==> src/rtl/xadc_pkg.sv <==
// Shared types and widths for the XADC DRP arbiter.
package xadc_pkg;

    localparam int unsigned DRP_ADDR_W = 7;
    localparam int unsigned DRP_DATA_W = 16;

    localparam logic [DRP_ADDR_W-1:0] DEFAULT_SAMPLE_ADDR = 7'h1F;

    typedef enum logic [1:0] {
        StIdle,
        StSampleWait,
        StHostWait
    } state_e;

endpackage

==> src/rtl/xadc_drp_arbiter.sv <==
// Shares one XADC DRP port between automatic end-of-conversion sample reads and
// host register accesses, with round-robin arbitration and a per-access timeout.
module xadc_drp_arbiter
    import xadc_pkg::*;
#(
    parameter logic [DRP_ADDR_W-1:0] SAMPLE_ADDR    = DEFAULT_SAMPLE_ADDR,
    parameter int unsigned           TIMEOUT_CYCLES = 64
) (
    input  logic                  clk,
    input  logic                  reset,
    input  logic                  eoc,
    input  logic                  host_req,
    input  logic                  host_we,
    input  logic [DRP_ADDR_W-1:0] host_addr,
    input  logic [DRP_DATA_W-1:0] host_wdata,
    output logic                  host_ack,
    output logic [DRP_DATA_W-1:0] host_rdata,
    output logic                  host_err,
    output logic                  sample_valid,
    output logic [DRP_DATA_W-1:0] sample_data,
    output logic                  sample_err,
    output logic                  drp_den,
    output logic                  drp_dwe,
    output logic [DRP_ADDR_W-1:0] drp_daddr,
    output logic [DRP_DATA_W-1:0] drp_di,
    input  logic                  drp_drdy,
    input  logic [DRP_DATA_W-1:0] drp_do,
    output logic                  busy
);

    localparam int unsigned     CntW    = $clog2(TIMEOUT_CYCLES + 1);
    localparam logic [CntW-1:0] CntLast = CntW'(TIMEOUT_CYCLES - 1);

    state_e                  state_q, state_d;
    logic                    pending_q, pending_d;
    logic                    last_host_q, last_host_d;
    logic [CntW-1:0]         cnt_q, cnt_d;
    logic                    den_q, den_d;
    logic                    dwe_q, dwe_d;
    logic [DRP_ADDR_W-1:0]   daddr_q, daddr_d;
    logic [DRP_DATA_W-1:0]   di_q, di_d;
    logic                    host_ack_q, host_ack_d;
    logic [DRP_DATA_W-1:0]   host_rdata_q, host_rdata_d;
    logic                    host_err_q, host_err_d;
    logic                    sample_valid_q, sample_valid_d;
    logic [DRP_DATA_W-1:0]   sample_data_q, sample_data_d;
    logic                    sample_err_q, sample_err_d;

    logic sample_req, host_req_eff, grant_sample, grant_host;

    // An eoc in IDLE competes immediately; the host request is masked during
    // its own ack cycle because the host only drops it after seeing the ack.
    assign sample_req   = pending_q | eoc;
    assign host_req_eff = host_req & ~host_ack_q;

    always_comb begin
        state_d        = state_q;
        pending_d      = pending_q;
        last_host_d    = last_host_q;
        cnt_d          = cnt_q;
        den_d          = 1'b0;
        dwe_d          = dwe_q;
        daddr_d        = daddr_q;
        di_d           = di_q;
        host_ack_d     = 1'b0;
        host_rdata_d   = host_rdata_q;
        host_err_d     = 1'b0;
        sample_valid_d = 1'b0;
        sample_data_d  = sample_data_q;
        sample_err_d   = 1'b0;
        grant_sample   = 1'b0;
        grant_host     = 1'b0;

        case (state_q)
            StIdle: begin
                if (sample_req && (!host_req_eff || last_host_q)) begin
                    grant_sample = 1'b1;
                end else if (host_req_eff) begin
                    grant_host = 1'b1;
                end
            end
            StSampleWait: begin
                if (drp_drdy) begin
                    sample_valid_d = 1'b1;
                    sample_data_d  = drp_do;
                    state_d        = StIdle;
                end else if (cnt_q == CntLast) begin
                    sample_err_d = 1'b1;
                    state_d      = StIdle;
                end else begin
                    cnt_d = cnt_q + 1'b1;
                end
            end
            StHostWait: begin
                if (drp_drdy) begin
                    host_ack_d   = 1'b1;
                    host_rdata_d = drp_do;
                    state_d      = StIdle;
                end else if (cnt_q == CntLast) begin
                    host_ack_d   = 1'b1;
                    host_err_d   = 1'b1;
                    host_rdata_d = '0;
                    state_d      = StIdle;
                end else begin
                    cnt_d = cnt_q + 1'b1;
                end
            end
            default: state_d = StIdle;
        endcase

        if (grant_sample) begin
            den_d       = 1'b1;
            dwe_d       = 1'b0;
            daddr_d     = SAMPLE_ADDR;
            cnt_d       = '0;
            last_host_d = 1'b0;
            state_d     = StSampleWait;
        end else if (grant_host) begin
            den_d       = 1'b1;
            dwe_d       = host_we;
            daddr_d     = host_addr;
            di_d        = host_wdata;
            cnt_d       = '0;
            last_host_d = 1'b1;
            state_d     = StHostWait;
        end

        // An eoc that itself won the grant is consumed; one arriving while an
        // older request is granted re-arms pending without an overrun.
        if (grant_sample) begin
            pending_d = pending_q & eoc;
        end else if (eoc) begin
            if (pending_q) begin
                sample_err_d = 1'b1;
            end
            pending_d = 1'b1;
        end
    end

    always_ff @(posedge clk) begin
        if (reset) begin
            state_q        <= StIdle;
            pending_q      <= 1'b0;
            last_host_q    <= 1'b1;
            cnt_q          <= '0;
            den_q          <= 1'b0;
            dwe_q          <= 1'b0;
            daddr_q        <= '0;
            di_q           <= '0;
            host_ack_q     <= 1'b0;
            host_rdata_q   <= '0;
            host_err_q     <= 1'b0;
            sample_valid_q <= 1'b0;
            sample_data_q  <= '0;
            sample_err_q   <= 1'b0;
        end else begin
            state_q        <= state_d;
            pending_q      <= pending_d;
            last_host_q    <= last_host_d;
            cnt_q          <= cnt_d;
            den_q          <= den_d;
            dwe_q          <= dwe_d;
            daddr_q        <= daddr_d;
            di_q           <= di_d;
            host_ack_q     <= host_ack_d;
            host_rdata_q   <= host_rdata_d;
            host_err_q     <= host_err_d;
            sample_valid_q <= sample_valid_d;
            sample_data_q  <= sample_data_d;
            sample_err_q   <= sample_err_d;
        end
    end

    assign drp_den      = den_q;
    assign drp_dwe      = dwe_q;
    assign drp_daddr    = daddr_q;
    assign drp_di       = di_q;
    assign host_ack     = host_ack_q;
    assign host_rdata   = host_rdata_q;
    assign host_err     = host_err_q;
    assign sample_valid = sample_valid_q;
    assign sample_data  = sample_data_q;
    assign sample_err   = sample_err_q;
    assign busy         = (state_q != StIdle);

endmodule

==> config.mk <==
export PLATFORM = sky130hd
export DESIGN_NAME = xadc_drp_arbiter
export DESIGN_NICKNAME = d
export VERILOG_FILES = /design/src/rtl/xadc_pkg.sv /design/src/rtl/xadc_drp_arbiter.sv
export SDC_FILE = /design/constraint.sdc
export NUM_CORES = 1
export LEC_CHECK = 0
export ABC_AREA = 1
export CORE_ASPECT_RATIO = 1.75
export CORE_MARGIN = 2
export CORE_UTILIZATION = 39
export DETAILED_ROUTE_END_ITERATION = 16
export PLACE_DENSITY = 0.74
export SYNTH_ARGS = -nofsm -noshare
export SYNTH_HDL_FRONTEND = slang
export SYNTH_SLANG_ARGS = --single-unit
==> constraint.sdc <==
create_clock -name clk -period 1.2 [get_ports clk]
set_input_delay 0.12 -clock clk [delete_from_list [all_inputs] [get_ports clk]]
set_output_delay 0.12 -clock clk [all_outputs]
set_load 0.05 [all_outputs]
# Yosys cells after proc, flatten, opt, wreduce, memory -nomap -nowiden

Cells that the tools add are included.

Register bits: 72
Input bits: 45
Output and inout port bits: 62
Word-level logic and storage cells: 80

Add/subtract/negate cells: 1
Equality and inequality tests: 7
Mux-type cells: 28
Bitwise logic cells: 9
Reduce and logical (&&, ||, !) cells: 19

Operators by type and width:

| cell                  | count |
|---|---|
| $mux W16              | 2 |
| $mux W1               | 20 |
| $mux W5               | 2 |
| $reduce_and A2 Y1     | 5 |
| $reduce_bool A2 Y1    | 4 |
| $reduce_or A2 Y1      | 4 |
| $add A7 B1 Y7 const B | 1 |
| $eq A7 B6 Y1 const B  | 1 |
| $mux W2               | 3 |
| $not A1 Y1            | 6 |
| $ne A5 B1 Y1 const B  | 1 |
| $ne A4 B1 Y1 const B  | 1 |
| $pmux W2 S2           | 1 |
| $ne A3 B3 Y1 const B  | 1 |
| $reduce_and A3 Y1     | 1 |
| $reduce_or A3 Y1      | 1 |
| $and A1 B1 Y1         | 2 |
| $eq A2 B1 Y1 const B  | 1 |
| $eq A2 B2 Y1 const B  | 1 |
| $logic_not A2 Y1      | 1 |
| $ne A2 B2 Y1 const B  | 1 |
| $logic_and A1 B1 Y1   | 1 |
| $logic_not A1 Y1      | 1 |
| $logic_or A1 B1 Y1    | 1 |
| $or A1 B1 Y1          | 1 |

# Depth between registers and ports, before layout

Gate-level depths: netlist (run 1).

Word-level depth: 9
Mapped depth: 9
Gate-level depth less buffers: 8

# Least setup slack after synthesis (run 1)

OpenSTA, ideal clock, no wires.

Kind: reg-to-reg
From: register state_q[0]
To: register di_q[10] (netlist: drp_di[10])
Library setup time: 0.116 ns
Data arrival time: 1.448 ns
Required time: 1.084 ns
Setup slack: -0.363 ns
Stages on the path, launching flop included: 10
Path buffers: 1
Clock period less this slack: 1.563 ns
Cells stage by stage: dfxtp_1 inv_1 ha_1 inv_2 nor2_4 nand2_4 clkinv_2 buf_6 nor2_1 nor2_1

Longest elaborated chain between the ends: 4
Elaborated cells between the ends (all ways): 5
Classes of those cells: mux: 2; bitwise: 1; reduce/logical: 2

RTL lines:

| what                                 | line                    | RTL |
|---|---|---|
| start, declared                      | xadc_drp_arbiter.sv:34  | `state_e state_q, state_d;` |
| start signal, assigned               | xadc_drp_arbiter.sv:142 | `state_q <= StIdle;` |
| start signal, assigned               | xadc_drp_arbiter.sv:157 | `state_q <= state_d;` |
| $logic_not A2 Y1 *                   | xadc_drp_arbiter.sv:74  | `case (state_q)` |
| $mux W1                              | xadc_drp_arbiter.sv:74  |  |
| $not A1 Y1 (no source line)          | n/a                     |  |
| $reduce_and A2 Y1 (no source line) * | n/a                     |  |
| end signal, assigned                 | xadc_drp_arbiter.sv:164 | `di_q <= di_d;` |
| end, declared                        | xadc_drp_arbiter.sv:41  | `logic [DRP_DATA_W-1:0] di_q, di_d;` |

Every way passes the cells marked *; elsewhere a longest branch is shown, timed or not.
A chain may end at the register's enable or synchronous reset.

# Worst setup path in the final report (run 1)

From: register state_q[0]
To: register pending_q

Longest elaborated chain between the ends: 3
Elaborated cells between the ends (all ways): 4
Classes of those cells: mux: 2; reduce/logical: 2

RTL lines:

| what                                                 | line                    | RTL |
|---|---|---|
| $logic_not A2 Y1 *                                   | xadc_drp_arbiter.sv:74  |  |
| $mux W1 *                                            | xadc_drp_arbiter.sv:74  |  |
| $mux W1 / $reduce_bool A2 Y1 (equally long branches) | n/a                     |  |
| end signal, assigned                                 | xadc_drp_arbiter.sv:158 | `pending_q <= pending_d;` |
| end, declared                                        | xadc_drp_arbiter.sv:35  | `logic pending_q, pending_d;` |

Marks and branches as above.

==> impl_metrics.tcl, run 1 <==
set metrics [dict create \
    cts_buffers 9 \
    fin_nets 542 \
    min_path_type "primary input to flop" \
    antenna_found_initial 0 \
    post_dp_cell_area_sq_mm 0.00481 \
    crit_path_start "state_q[0]" \
    ys.flop_type "dfxtp_1" \
    clk_latency_ns 0.34 \
    postSynthCellCount 347 \
    ant_nets 0 \
    ys_types 28 \
    power_leakage_nw 2.18 \
    drt_wl_total_mm 9.53 \
    arrival_ns 1.62 \
    synth_nets 396 \
    yosysTopAreaCell "dfxtp_1" \
    first_pass_iters 4 \
    fillers 372 \
    ys_seq_area_share_pct 51.8 \
    r2r-start "state_q[0]" \
    via_per_inst 5.17 \
    synthTopCellsByArea "dfxtp_1, nor2_1, nand2_1" \
    vias 3009 \
    cap_violations 0 \
    yosysTopAreaCellShare_pct 51.8 \
    violations "negative setup slack" \
    clk_pin_slew_ns 0.05 \
    cts.sinks 72 \
    grt_max_degree 26 \
    io-pin-count 107 \
    htreeDepth 3 \
    synthesis.area_sq_mm 0.00278 \
    worstSetupPathType "flop to flop" \
    setup_viol 72 \
    synth_edf_count 0 \
    clkPwrFrac_pct 26.7 \
    die-area_sq_mm 0.00786 \
    ys_ff_latch 72 \
    grt_pass1_wl_mm 14.2 \
    r2r_slack_ns -0.22 \
    outcome "finished with violations" \
    route.detailed.drc 0 \
    cp-end-kind "flop" \
    grt_use_met3_pct 6.41 \
    cts_tree "built" \
    gp_congestion 0.756 \
    die_h_microns 116 \
    power.net_switching_mw 3.59 \
    internal-power_mw 6.46 \
    p_seq_share_pct 30.4 \
    fin_worst_skew_ns 0.00707 \
    use_met2_pct 44.6 \
    pwr-share-comb_pct 42.8 \
    top_usage_layer "met2" \
    grt_use_met1_pct 23.9 \
    detail_route.wl_per_cell_microns 16.4 \
    cp-start-kind "flop" \
    cts.hold.buffers_added 0 \
    final.setup.worst_slack_ns -0.216 \
    post-route-period-util_pct 118 \
    min_period_ns 1.42 \
    tightestPinTransition_ns 0.320 \
    finalInstanceArea_sq_mm 0.00555 \
    dp_slack_ns -0.311 \
    swShare_pct 35.7 \
    clock_path_buffers 2 \
    slew_headroom_pct 78.6 \
    diodes 0 \
    dp_hpwl_mm 5.91 \
    slew_viol_final 0 \
    worstPathRequired_ns 1.40 \
    hold_start "host_addr[6]" \
    rsz0062_at_grt "true" \
    chipWidth_microns 67.9 \
    fmax_mhz 706 \
    yosysWarnings 0 \
    grt_pass1_vias 3048 \
    drive_gt1_share_pct 42.6 \
    hold_viol 0 \
    power.density_mw_per_mm2 1810 \
    drt-initial-drc-count 149 \
    syn2layout_area_growth_pct 99.2 \
    cts_root_buf "clkbuf_16" \
    synth_area_per_cell_sq_um 8.02 \
    vdd_drop_max_mv 1.15 \
    grt-ovfl-total 0 \
    grt_usage_pct 24.4 \
    io_buffers 106 \
    rows 40 \
    fp.coreArea_sq_mm 0.00691 \
    worstPathMaxFanout 3 \
    ys_async_sr_fraction_pct 0 \
    initial_core_util_pct 40.3 \
]
per-layer routing:
layer / share of wire (%) / vias to the layer above / wire, microns
li1: - / 1434 / -
met1: 36 / 1421 / 3390
met2: 54 / 121 / 5160
met3: 6.0 / 33 / 572
met4: 4.3 / 0 / 410
met5: 0 / - / 0
final cells by class:
type	instances	area [sq um]	area share (%)
clock inverters	2	37.5	0.677
flip-flops and latches	72	1450	26.2
well taps	84	105	1.90
multi-input cells	243	1500	27.0
inverters	19	105	1.90
repair buffers	148	2080	37.6
clock buffers	14	264	4.76
Yosys cell counts (all sizes together) (2+ instances only):
library cell and number:
buf 8, a21oi 30, dfxtp 72, nand2 59, o21ai 42, clkbuf 6
nor2 72, clkinv 2, inv 17, ha 4, nor3 2, nand3 26
a31oi 3
sequential cells by signal, summed over array words and instances, names as in the netlist, 2 cells and up:
signal / count
state_q: 2
sample_data: 16
cnt_q: 7
drp_daddr: 7
host_rdata: 16
drp_di: 16
cell families (layout without fill, tap and decap cells):
logic type / after synthesis / after routing / share of synthesized area (%)
compound gates: 76 / 76 / 14.2
buf+inv: 33 / 183 / 5.30
simple gates: 161 / 162 / 26.7
fa+ha+maj: 4 / 4 / 1.80
xor+xnor: 1 / 1 / 0.315
flops: 72 / 72 / 51.8
power by group through the flow:
stage / clock network (mW) / logic (mW) / registers (mW)
2_1_floorplan: 0 / 0.948 / 3.84
3_3_place_gp: 0 / 3.54 / 3.05
3_5_place_dp: 0 / 3.61 / 3.07
4_1_cts: 2.71 / 3.96 / 3.02
5_1_grt: 2.84 / 4.48 / 3.08
6_report: 2.69 / 4.30 / 3.06
what timing repair did:
action / in CTS / in global routing
gates resized for setup: 64 / 40
setup endpoints to repair: 69 / 73
pin swaps: 10 / 3
buffers inserted: 6 / 3
cloned: 1 / 1
worst max-delay path: stages (launching register included):
cell and delay, ns:
dfxtp_2 0.33, inv_2 0.09, ha_4 0.19, buf_4 0.13
nand3_4 0.10, nand2_4 0.10, inv_4 0.06, buf_4 0.13
nand2_1 0.06, o21ai_0 0.09
final timing paths:
kind | to | cells past startpoint
max | pending_q | 9
min | drp_daddr[6] | 3
max reg2reg | pending_q | 9
min reg2reg | cnt_q[6] | 2
cell usage in the layout (no fill, tap or decap), types with 8 or more instances in the layout:
master           Yosys  final
clkbuf_16            0     10
nand2_1             53     48
nor2_2               0     16
dfxtp_1             72     67
o21ai_2              1     20
buf_6                2      8
o21ai_1              3     10
nand3_1             16     15
clkdlybuf4s50_1      0     44
a21oi_2              1     11
inv_1               16      9
a21oi_1             29     19
nor2_1              70     53
buf_12               0     64
buf_4                0     29
nand2_4              2      8
o21ai_0             38     11
nand3_2             10      9
per-stage QoR:
step	std cells	TNS, ns	power, mW	utilization (%)	hold WS [ns]
after detailed placement	555	-14.33	6.67	69.6	0.449
after global placement	555	-11.66	6.59	69.6	0.436
after floorplan	347	-1.91	4.79	-	0.190
after CTS	578	-5.35	9.69	77.8	0.338
after global routing	582	-11.22	10.4	80.3	0.377
final	582	-7.69	10.1	80.3	0.342
(Power assumes the default switching activity.)
==> inputs of run 2 (changes only) <==
CTS_BUF_LIST = sky130_fd_sc_hd__clkbuf_16   (was default)
SETUP_SLACK_MARGIN = 0.5   (was default)
==> run 2 against run 1 <==
The run still ends with negative setup slack left. Total power grew 4.0%. Register-to-register slack lost 0.05 ns. Clock power shrank 3%. Core utilization grew 8.0 points. Setup slack lost 0.053 ns. Hold slack gained 0.0028 ns. Global-route usage grew 4.3 points. Wire length grew 28%. First-iteration DRC count grew 37%. Sequential share of layout area shrank 0.71 points. Final area grew 10%. Critical path type unchanged. Largest power group unchanged. Highest routed layer unchanged.
==> impl_metrics.tcl, run 2 (synthesis results as in run 1) <==
set metrics [dict create \
    outcome "finished with violations" \
    violations "negative setup slack" \
    power_leakage_nw 2.42 \
    slowest_stage "dfxtp_2" \
    cts.hold.buffers_added 0 \
    final.setup.worst_slack_ns -0.270 \
    clock_path_buffers 2 \
    setup_viol 72 \
    worst-path-buf-inv 2 \
    cts_buffers 9 \
    drt_wl_total_mm 12.2 \
    grt_pass1_vias 3323 \
    worstSetupPathType "flop to flop" \
    vias 3290 \
    die-area_sq_mm 0.00786 \
    clk_pin_slew_ns 0.06 \
    ant_nets 0 \
    rows 40 \
    hold_viol 0 \
    gp_congestion 0.757 \
    cts_root_buf "clkbuf_16" \
    cts_tree "built" \
    fin_util_pct 88.3 \
    htreeDepth 3 \
    worstPathRequired_ns 1.45 \
    rsz0062_at_grt "true" \
    io_buffers 106 \
    io-pin-count 107 \
    place_inst 559 \
    arrival_ns 1.72 \
    power.density_mw_per_mm2 1710 \
    r2r_slack_ns -0.27 \
    grt_pass1_wl_mm 16.5 \
    grt_max_degree 20 \
    diodes 0 \
    slowest_delay_ns 0.32 \
    dp_slack_ns -0.307 \
    fin_worst_skew_ns 0.00549 \
    layout_commonest_cell "buf_12" \
    drt-initial-drc-count 204 \
    chipWidth_microns 67.9 \
    path_delay_family "simple AND/OR/NAND/NOR gates" \
    grt_usage_pct 28.7 \
    drive_gt1_share_pct 60.6 \
    tns_ns -9.66 \
    initial_core_util_pct 40.3 \
    fmax_mhz 680 \
    fp.coreArea_sq_mm 0.00691 \
    cp-end-kind "flop" \
    slew_headroom_pct 79.1 \
    min_period_ns 1.47 \
    detail_route.wl_per_cell_microns 19.8 \
    cts.sinks 72 \
    min_path_type "primary input to flop" \
    antenna_found_initial 0 \
    cp-start-kind "flop" \
    layout_common_cells "buf_12, nor2_1, buf_4, dfxtp_2, nand2_1" \
    first_pass_iters 4 \
    vdd_drop_max_mv 1.17 \
    route.detailed.drc 0 \
    syn2layout_area_growth_pct 119 \
    fin_nets 577 \
    die_h_microns 116 \
    grt-ovfl-total 0 \
    slew_viol_final 0 \
    dp_hpwl_mm 6.35 \
    worstPathMaxFanout 5 \
    tightestPinTransition_ns 0.314 \
    fillers 284 \
    cap_violations 0 \
    clk_latency_ns 0.34 \
    via_per_inst 5.33 \
    final_cells 617 \
    p_total_mw 10.5 \
    post-route-period-util_pct 122 \
    crit_chain "or2_4 > nand2_2 > nand2_4 > buf_12 > buf_6 > a21oi_2" \
]
[run 2: worst reg2reg max path, delay by kind of cell (launching register included)]
| kind | cells | cell delay [ns] |
|---|---|---|
| flip-flops | 1 | 0.32 |
| AO/OA/AOI/OAI | 1 | 0.18 |
| AND/OR/NAND/NOR | 3 | 0.61 |
| buffers and inverters | 2 | 0.29 |
[run 2: path summary, 6_finish.rpt]
path,end,from,depth (start not counted)
worst min-delay path,drp_dwe,host_we,3
worst max-delay path,drp_den,pending_q,6
worst min register to register,cnt_q[6],cnt_q[6],2
worst max register to register,drp_den,pending_q,6
[run 2: area by class of cell]
class	instances	area [sq um]	share of cell area, %
sequential	72	1550	25.4
clock buffer	9	225	3.69
clock inverter	7	56.3	0.923
multi-input combinational	243	1660	27.3
timing repair buffer	183	2390	39.2
inverter	19	104	1.70
tap	84	105	1.72
[run 2: metal layers]
metal	track usage [%]	up-vias	part of all wire, %
met5	0	-	0
met4	20.3	0	7.4
met3	5.05	63	4.7
met2	54.9	164	56
met1	25.4	1561	32
li1	-	1502	-
[run 2: what timing repair did]
action | 4_1_cts | 5_1_grt
gates resized for setup | 115 | 37
gates cloned | 3 | 0
buffers inserted | 25 | 14
setup endpoints to repair | 134 | 134
pin swaps | 14 | 11
[run 2: through the flow]
step           hold slack (ns)  cell area [sq um]
2_1_floorplan            0.182               3000
3_3_place_gp             0.448               4960
3_5_place_dp             0.460               4960
4_1_cts                  0.337               5840
5_1_grt                  0.379               6100
6_report                 0.345               6100
[run 2: power breakdown]
group | leakage (nW) | switching, mW | internal [mW]
clock | 0.155 | 1.03 | 1.58
sequential | 0.619 | 0.333 | 2.76
combinational | 1.65 | 2.52 | 2.23
total | 2.42 | 3.88 | 6.57
